### src/rtl/stage_job_scheduler.sv
// stage_job_scheduler
//   Shares one A->B->C stage chain between NREQ requesters. A round-robin
//   arbiter picks an owner, then the block issues start_a/b/c pulses in turn,
//   waiting for done_a/b/c, and returns a one-cycle job_done pulse to the owner.
//   All outputs are registered.
//
//   Optional feature macro: SCHED_WATCHDOG_EN
//     When defined, a 16-bit per-stage wait counter aborts a job whose stage
//     stays silent for TMO_CYCLES cycles and pulses job_err to the owner.
//     When undefined, stage waits are unbounded and job_err is always 0.
//
//   Handshake: req is a level held by the requester until its job_done/job_err.
//   start_x is a single-cycle pulse; done_x is only looked at while the chain
//   waits on stage x (including the cycle start_x is high), and ignored otherwise.
module stage_job_scheduler #(
    parameter int NREQ       = 4,
    parameter int ID_W       = 2,
    parameter int TMO_CYCLES = 1024
) (
    input  logic            clk,
    input  logic            reset_n,
    input  logic [NREQ-1:0] req,
    output logic [NREQ-1:0] gnt,
    output logic [ID_W-1:0] cur_id,
    output logic            busy,
    output logic            start_a,
    output logic            start_b,
    output logic            start_c,
    input  logic            done_a,
    input  logic            done_b,
    input  logic            done_c,
    output logic [NREQ-1:0] job_done,
    output logic [NREQ-1:0] job_err
);

    typedef enum logic [1:0] {
        IDLE   = 2'd0,
        WAIT_A = 2'd1,
        WAIT_B = 2'd2,
        WAIT_C = 2'd3
    } state_t;

    state_t          state_q, state_d;
    logic [ID_W-1:0] ptr_q, ptr_d;
    logic [NREQ-1:0] gnt_q, gnt_d;
    logic [ID_W-1:0] cur_id_q, cur_id_d;
    logic            busy_q, busy_d;
    logic            start_a_q, start_a_d;
    logic            start_b_q, start_b_d;
    logic            start_c_q, start_c_d;
    logic [NREQ-1:0] job_done_q, job_done_d;
    logic [NREQ-1:0] job_err_q, job_err_d;

    // Arbitration results
    logic            hi_found, lo_found;
    logic [ID_W-1:0] hi_idx, lo_idx;
    logic [NREQ-1:0] hi_oh, lo_oh;
    logic            pick_valid;
    logic [ID_W-1:0] pick_idx;
    logic [NREQ-1:0] pick_oh;

    logic            wd_expired;
    logic            job_finish;
    logic            job_abort;
    logic [ID_W-1:0] next_ptr;

    // Round-robin pick: lowest set request at or above the pointer, else lowest set overall
    always_comb begin
        hi_found = 1'b0;
        hi_idx   = '0;
        hi_oh    = '0;
        lo_found = 1'b0;
        lo_idx   = '0;
        lo_oh    = '0;
        for (int i = NREQ - 1; i >= 0; i--) begin
            if (req[i]) begin
                lo_found  = 1'b1;
                lo_idx    = ID_W'(i);
                lo_oh     = '0;
                lo_oh[i]  = 1'b1;
                if (ID_W'(i) >= ptr_q) begin
                    hi_found = 1'b1;
                    hi_idx   = ID_W'(i);
                    hi_oh    = '0;
                    hi_oh[i] = 1'b1;
                end
            end
        end
        pick_valid = hi_found | lo_found;
        pick_idx   = hi_found ? hi_idx : lo_idx;
        pick_oh    = hi_found ? hi_oh : lo_oh;
    end

    // Pointer after a job ends: owner + 1, wrapping at NREQ-1
    assign next_ptr = (cur_id_q == ID_W'(NREQ - 1)) ? '0 : cur_id_q + ID_W'(1);

`ifdef SCHED_WATCHDOG_EN
    localparam logic [15:0] WD_LIMIT = 16'(TMO_CYCLES - 1);

    logic [15:0] wd_cnt_q;

    // Per-stage wait counter: restarts on every state change, counts silent wait cycles
    always_ff @(posedge clk or negedge reset_n) begin
        if (!reset_n) begin
            wd_cnt_q <= '0;
        end else if (state_q == IDLE || state_d != state_q) begin
            wd_cnt_q <= '0;
        end else begin
            wd_cnt_q <= wd_cnt_q + 16'd1;
        end
    end

    assign wd_expired = (state_q != IDLE) && (wd_cnt_q == WD_LIMIT);
`else
    assign wd_expired = 1'b0;
`endif

    // Next-state and next-output logic; a done_x beats a coincident timeout
    always_comb begin
        state_d    = state_q;
        ptr_d      = ptr_q;
        gnt_d      = gnt_q;
        cur_id_d   = cur_id_q;
        busy_d     = busy_q;
        start_a_d  = 1'b0;
        start_b_d  = 1'b0;
        start_c_d  = 1'b0;
        job_done_d = '0;
        job_err_d  = '0;
        job_finish = 1'b0;
        job_abort  = 1'b0;

        case (state_q)
            IDLE: begin
                if (pick_valid) begin
                    state_d   = WAIT_A;
                    gnt_d     = pick_oh;
                    cur_id_d  = pick_idx;
                    busy_d    = 1'b1;
                    start_a_d = 1'b1;
                end
            end
            WAIT_A: begin
                if (done_a) begin
                    state_d   = WAIT_B;
                    start_b_d = 1'b1;
                end else if (wd_expired) begin
                    job_abort = 1'b1;
                end
            end
            WAIT_B: begin
                if (done_b) begin
                    state_d   = WAIT_C;
                    start_c_d = 1'b1;
                end else if (wd_expired) begin
                    job_abort = 1'b1;
                end
            end
            WAIT_C: begin
                if (done_c) begin
                    job_finish = 1'b1;
                end else if (wd_expired) begin
                    job_abort = 1'b1;
                end
            end
            default: begin
                state_d = IDLE;
            end
        endcase

        if (job_finish || job_abort) begin
            state_d  = IDLE;
            ptr_d    = next_ptr;
            gnt_d    = '0;
            cur_id_d = '0;
            busy_d   = 1'b0;
        end
        if (job_finish) begin
            job_done_d = gnt_q;
        end
`ifdef SCHED_WATCHDOG_EN
        if (job_abort) begin
            job_err_d = gnt_q;
        end
`endif
    end

    // State, pointer and output registers
    always_ff @(posedge clk or negedge reset_n) begin
        if (!reset_n) begin
            state_q    <= IDLE;
            ptr_q      <= '0;
            gnt_q      <= '0;
            cur_id_q   <= '0;
            busy_q     <= 1'b0;
            start_a_q  <= 1'b0;
            start_b_q  <= 1'b0;
            start_c_q  <= 1'b0;
            job_done_q <= '0;
            job_err_q  <= '0;
        end else begin
            state_q    <= state_d;
            ptr_q      <= ptr_d;
            gnt_q      <= gnt_d;
            cur_id_q   <= cur_id_d;
            busy_q     <= busy_d;
            start_a_q  <= start_a_d;
            start_b_q  <= start_b_d;
            start_c_q  <= start_c_d;
            job_done_q <= job_done_d;
            job_err_q  <= job_err_d;
        end
    end

    assign gnt      = gnt_q;
    assign cur_id   = cur_id_q;
    assign busy     = busy_q;
    assign start_a  = start_a_q;
    assign start_b  = start_b_q;
    assign start_c  = start_c_q;
    assign job_done = job_done_q;
    assign job_err  = job_err_q;

endmodule

### config.mk
export PLATFORM = sky130hd
export DESIGN_NAME = stage_job_scheduler
export DESIGN_NICKNAME = d
export VERILOG_FILES = /design/src/rtl/stage_job_scheduler.sv
export SDC_FILE = /design/constraint.sdc
export NUM_CORES = 1
export LEC_CHECK = 0
export ABC_AREA = 1
export CAP_MARGIN = 20
export CORE_ASPECT_RATIO = 1.25
export CORE_MARGIN = 5
export CORE_UTILIZATION = 35
export DETAILED_ROUTE_END_ITERATION = 8
export SKIP_LAST_GASP = 1
export SLEW_MARGIN = 20
export SYNTH_ARGS = -nofsm -noshare
export SYNTH_HDL_FRONTEND = slang
export SYNTH_SLANG_ARGS = --single-unit
### constraint.sdc
create_clock -name clk -period 3.1 [get_ports clk]
set_clock_uncertainty 0.05 [all_clocks]
set_input_delay 0.93 -clock clk [delete_from_list [all_inputs] [get_ports clk]]
set_output_delay 0.93 -clock clk [all_outputs]
set_load 0.02 [all_outputs]
* Word level (Yosys, flattened, before mapping)
Index checks and enable logic that the tools add are counted.
** Operators by class
- Eq/ne operators :: 7
- $lt $le $gt $ge :: 4
- Add/sub/neg operators :: 1
- Reductions and logical operators :: 6
- Mux-type cells :: 62
- Bitwise logic cells :: 1
** Operator list (count)
- $mux 4 :: 17
- $mux 2 :: 21
- $mux 1 :: 23
- $ne 3x3->1 const B :: 3
- $eq 2x2->1 const B :: 3
- $pmux 2 s3 :: 1
- $ge 1x2->1 const A :: 2
- $ge 2x2->1 const A :: 2
- $reduce_and 4->1 :: 1
- $reduce_bool 2->1 :: 2
- $reduce_bool 4->1 :: 1
- $add 2x1->2 const B :: 1
- $eq 2x1->1 const B :: 1
- $logic_not 2->1 :: 1
- $reduce_and 2->1 :: 1
- $or 1x1->1 :: 1
** Word-level totals
- Bits in registers :: 18
- Logic and storage cells :: 90
- Output and inout port bits :: 18

* Depth between registers and ports, before layout
Gate-level depths: netlist of run 1.
- Word-level depth :: 13
- Depth in mapped cells :: 8
- Mapped depth without buffers :: 8

* Worst setup path before layout of run 1
OpenSTA, ideal clock, no wires.
- Path type :: input -> register
- Start :: input req[0]
- End :: register state_q[0]
- Stages on the path :: 6
- Setup slack :: 1429 ps
- Path buffers :: 0
- Library setup time :: 126 ps
- Data arrival time :: 1495 ps
- Cell sequence :: nor2_1 nand2_1 nand2_4 nand2_4 o21ai_4 o21ai_0
** On the way
- Word-level cells in the longest chain between the ends :: 4
** Ends and longest elaborated chain
- from (decl) :: line 22 : input logic [NREQ-1:0] req,
- $mux 1 :: line 76 : if (req[i]) begin
- $or 1x1->1 (*) :: line 89 : pick_valid = hi_found | lo_found;
- $ne 3x3->1 (no source line) (*)
- $reduce_and 4->1 (no source line) (*)
- to (signal assigned) :: line 202 : state_q <= state_d;
- to (decl) :: line 43 : state_t state_q, state_d;
Mark *: on every way between the ends. The rest lies on a longest branch, timed or not.
A chain may end at the register's enable or synchronous reset.

* Worst setup path after layout of run 1
- Start :: register cur_id_q[0], in the netlist cur_id[0]
- End :: output cur_id[0]
** RTL lines
- from (decl) :: line 46 : logic [ID_W-1:0] cur_id_q, cur_id_d;
- from (signal assigned) :: line 205 : cur_id_q <= cur_id_d;
- to (decl) :: line 24 : output logic [ID_W-1:0] cur_id,
No word-level cell between the ends.

==> impl_metrics.ini, run 1 <==
[critical_path]
end_kind = output port
cp_num_cells = 1
crit_chain = clkdlybuf4s50_1
rr_startpoint = state_q[0]
path_delay_family = buffers and inverters
required_ns = 2.12
crit_buf_inv = 1
cp-start-kind = register
r2r-end = state_q[0]
arrival_ns = 1.32
critPathMaxStageDelay_ns = 0.63
r2r_cells = 5
reg2reg_slack_ns = 1.59
worstSetupPathType = register to output port
crit_slowest_cell = clkdlybuf4s50_1
path_max_fanout = 4

[logic_synthesis]
postSynthCellCount = 115
synth.area.top_cells = dfrtp_1 (47%), inv_1 (8.9%), nand2_1 (8.6%)
synth_top_area_share_pct = 46.7
syn-cell-area_um2 = 965
synth_top_cells_by_count = inv_1 (23), nand2_1 (22), dfrtp_1 (18)
synth_seq_cells = 18
yosys_warnings = 0
yosysMostFrequentCell = inv_1
synth.avg_cell_area_um2 = 8.39
synth_edf_count = 0
yosysTopAreaCell = dfrtp_1
ys_seq_area_share_pct = 46.7
ys.flop_type = dfrtp_1
synth.distinct_cells = 19
synth-async-reset-ratio_pct = 100

[clocking]
cts_setup_buffers = 0
cts-resized-gates = 0
clk_latency_ns = 0.28
cts_root_buffer = clkbuf_4
cts_buffer_depth = 2
numCtsBuffers = 3
cts.sinks = 18
htreeDepth = 1
hold_buffers = 0
clkTransAtPathRegs_ns = 0.10
cts_tree = done

[drt]
drc = 0
wl_per_cell_um = 11.0
via_per_inst = 4.43
wirelength_um = 1900
drt-initial-drc-count = 12
postRouteAntennaNets = 0
wl_met1_um = 799
vias = 767
first_pass_iters = 4
top_layer = met3
routed-wl-met2_um = 972
met3_length_um = 124

[global_route]
grt_remaining_overflow = 0
grt_pass1_vias = 765
grt_usage_pct = 10.6
grt_max_degree = 19
grt_pass1_wl_um = 3190
antenna_found_initial = 0

[power_and_ir_drop]
switching_share_pct = 43.5
design_power_total_mw = 1.07
pwr_density_cell_nw_per_um2 = 871
pwr-share-clk_pct = 10.2
ir_worst_vdd_mv = 0.412
p_leak_nw = 0.635
internal-power_uw = 605
combPwrFrac_pct = 54.3
seqPwrFrac_pct = 35.5
p_sw_uw = 467

[die]
floorplan.initialDensity_pct = 36.4
ioPinCount = 27
rows = 21
die_w_um = 57.0
core_area_um2 = 2650
dieArea_um2 = 3910
die_y_um = 68.7

[min_path]
holdPathEnd = job_done[0]
hp-class = register to register
hold_depth = 2
min_from = gnt[0]

[placement]
postPlaceCellArea_um2 = 1210
hpwl_um = 1570
io_buffers = 22
place.gp.congestion = 0.835

[sta]
rsz0062_at_grt = no
fin_setup_tns_ns = 0
relSlewSlack_pct = 48.8
period_minus_slack_ns = 2.30
setup_viol = 0
fmax_ghz = 0.435
report.final.hold_viol_count = 0
drv_slew = 0
finalCritPeriodShare_pct = 74.1
worst_slew_pin_slew_ns = 0.766

[cells_and_area]
diodes = 0
final_nets = 156
final_core_util_pct = 46.4
fin_area_um2 = 1230
drive_above_1_share_pct = 7.19
area_growth_pct = 27.6

[outcome]
status = finished clean

[run]
drv_cap = 0
[worst max path at each step]
| stage | start | to |
|---|---|---|
| finish | cur_id[0] | cur_id[0] |
| detailed placement | req[3] | state_q[0] |
| floorplan | req[0] | state_q[0] |
| global route | cur_id[0] | cur_id[0] |
| global placement | req[1] | state_q[0] |
| CTS | cur_id[0] | cur_id[0] |
[area by class of cell]
type | count | area, µm²
multi-input cells | 73 | 409
flip-flops and latches | 18 | 450
clock buffers | 3 | 22.5
repair buffers | 22 | 220
fillers | 257 | 1420
well taps | 34 | 42.5
inverters | 23 | 86.3
[registers in the layout, indices dropped and copies added (netlist names)]
register / cells
gnt: 4
job_done: 4
cur_id: 2
ptr_q: 2
state_q: 2
busy: 1
start_a: 1
start_b: 1
start_c: 1
[metrics by stage]
step / worst slack (ns) / std cells / hold slack (ns)
floorplan: 1.43 / 118 / 0.441
global placement: 0.834 / 170 / 0.451
detailed placement: 0.805 / 170 / 0.457
CTS: 0.792 / 173 / 0.480
global route: 0.759 / 173 / 0.499
finish: 0.801 / 173 / 0.482
[cells in the final DEF, fill, tap and decap left out]
| cell type | instances |
|---|---|
| a21oi_1 | 4 |
| clkbuf_4 | 3 |
| clkdlybuf4s50_1 | 22 |
| conb_1 | 4 |
| dfrtp_1 | 18 |
| ha_1 | 6 |
| inv_1 | 23 |
| nand2_1 | 22 |
| nand2_4 | 3 |
| nand3_1 | 3 |
| nor2_1 | 13 |
| nor2_2 | 1 |
| nor2_4 | 1 |
| o211ai_1 | 1 |
| o21ai_0 | 7 |
| o21ai_1 | 2 |
| o21ai_4 | 1 |
| o22ai_1 | 3 |
| o31ai_1 | 1 |
| or2_2 | 1 |
[kinds of logic (layout without fill, tap and decap cells)]
kind of cell | count (synthesis) | after routing | share of synthesized area [%]
other cells | 1 | 4 | 0.389
flops | 18 | 18 | 46.7
compound gates | 19 | 19 | 11.9
fa+ha+maj | 6 | 6 | 7.78
simple gates | 44 | 44 | 21.1
buf+inv | 27 | 48 | 12.1
[per-layer routing]
layer,track usage [%],up-vias
met5,0,-
met4,4.35,0
met3,2.61,0
met2,19.7,25
met1,11.6,348
li1,-,394
[power by group through the flow]
| stage | combinational (mW) | clock, mW | sequential [mW] |
|---|---|---|---|
| floorplan | 0.325 | 0 | 0.443 |
| global placement | 0.585 | 0 | 0.382 |
| detailed placement | 0.585 | 0 | 0.387 |
| CTS | 0.588 | 0.112 | 0.382 |
| global route | 0.653 | 0.122 | 0.393 |
| finish | 0.582 | 0.109 | 0.381 |
[worst reg2reg max path: stages (launching register included)]
cell and delay, ns:
dfrtp_1 0.45, ha_1 0.25, nand2_4 0.13, inv_1 0.12, or2_2 0.28, o21ai_0 0.16
(Power assumes the default switching activity.)
==> run 2: changes to the inputs <==
Clock period 3.1 ns to 1.9 ns, I/O delays scaled along.
==> run 2 against run 1 <==
  * First-iteration DRC count unchanged
  * Critical path type unchanged
  * Combinational power increased by 62%
  * Global-route usage up 0.81 points
  * Setup slack worse by 0.75 ns
==> impl_metrics.ini, run 2 (synthesis results as in run 1) <==
[outcome]
status = finished clean

[clocking]
clkTransAtPathRegs_ns = 0.10
clk_latency_ns = 0.29
cts_buffer_depth = 2
cts-resized-gates = 4
hold_buffers = 0
cts_tree = done
cts_root_buffer = clkbuf_4
numCtsBuffers = 3
cts_setup_buffers = 0
htreeDepth = 1
cts.sinks = 18

[global_route]
grt_usage_pct = 11.4
grt_pass1_wl_um = 3360
grt_pass1_vias = 777
antenna_found_initial = 0
grt_max_degree = 19
grt_remaining_overflow = 0

[sta]
timing.hold.ws_ns = 0.468
report.final.hold_viol_count = 0
finalCritPeriodShare_pct = 97.2
period_minus_slack_ns = 1.85
fmax_ghz = 0.541
drv_slew = 0
setup_slack_ns = 0.0530
rsz0062_at_grt = no
setup_viol = 0
fin_setup_tns_ns = 0

[power_and_ir_drop]
ir_worst_vdd_mv = 0.592
pwr_density_cell_nw_per_um2 = 1400
design_power_total_mw = 1.79
p_leak_nw = 0.716

[cells_and_area]
drive_above_1_share_pct = 11.0
final_nets = 161
final_cells = 179
fin_area_um2 = 1280
final_cell_mix = inv_1 (23), nand2_1 (22), dfrtp_1 (18)
layout_commonest_cell = inv_1
final_core_util_pct = 48.4
diodes = 0
area_growth_pct = 33.2

[critical_path]
critPathMaxStageDelay_ns = 0.60
crit_buf_inv = 1
reg2reg_slack_ns = 0.44
end_kind = output port
crit_start = job_done[2]
worstSetupPathType = register to output port
crit_slowest_cell = clkdlybuf4s50_1
path_max_fanout = 1
arrival_ns = 1.23
rr_startpoint = state_q[0]
cp-start-kind = register
path_delay_family = buffers and inverters
required_ns = 1.28
crit_chain = clkdlybuf4s50_1

[drt]
wirelength_um = 2000
postRouteAntennaNets = 0
vias = 807
wl_per_cell_um = 11.2
first_pass_iters = 4
drc = 0
drt-initial-drc-count = 12
via_per_inst = 4.51

[die]
die_w_um = 57.0
ioPinCount = 27
dieArea_um2 = 3910
core_area_um2 = 2650
rows = 21
floorplan.initialDensity_pct = 36.4
die_y_um = 68.7

[placement]
placed_cells = 175
place.gp.congestion = 0.831
pre_cts_ws_ns = -0.00563
postPlaceCellArea_um2 = 1250
io_buffers = 22
hpwl_um = 1630

[min_path]
hp-class = register to register
min_from = busy

[run]
drv_cap = 0
[run 2: path summary, 6_finish.rpt]
path / end / cells past startpoint
min: busy / 2
max: job_done[2] / 1
min in group asynchronous: job_done[2] / 2
min reg2reg: busy / 2
max reg2reg: state_q[0] / 5
max in group asynchronous: busy / 2
[run 2: area by class of cell]
cell class / instances / area (µm²)
repair buffers: 27 / 260
well taps: 34 / 42.5
fillers: 253 / 1370
inverters: 23 / 86.3
multi-input cells: 73 / 409
flip-flops and latches: 18 / 450
clock buffers: 4 / 36.3
[run 2: layer usage]
metal	vias up	track usage (%)	part of all wire, %
li1	406	-	-
met1	364	12.5	40
met2	33	19.9	49
met3	4	2.98	7.6
met4	0	6.96	2.8
met5	-	0	0
[run 2: where the power goes]
group	internal [mW]	total (mW)	switching (mW)
registers	0.519	0.616	0.0967
logic	0.380	0.945	0.565
clock network	0.117	0.234	0.117
total	1.02	1.79	0.779
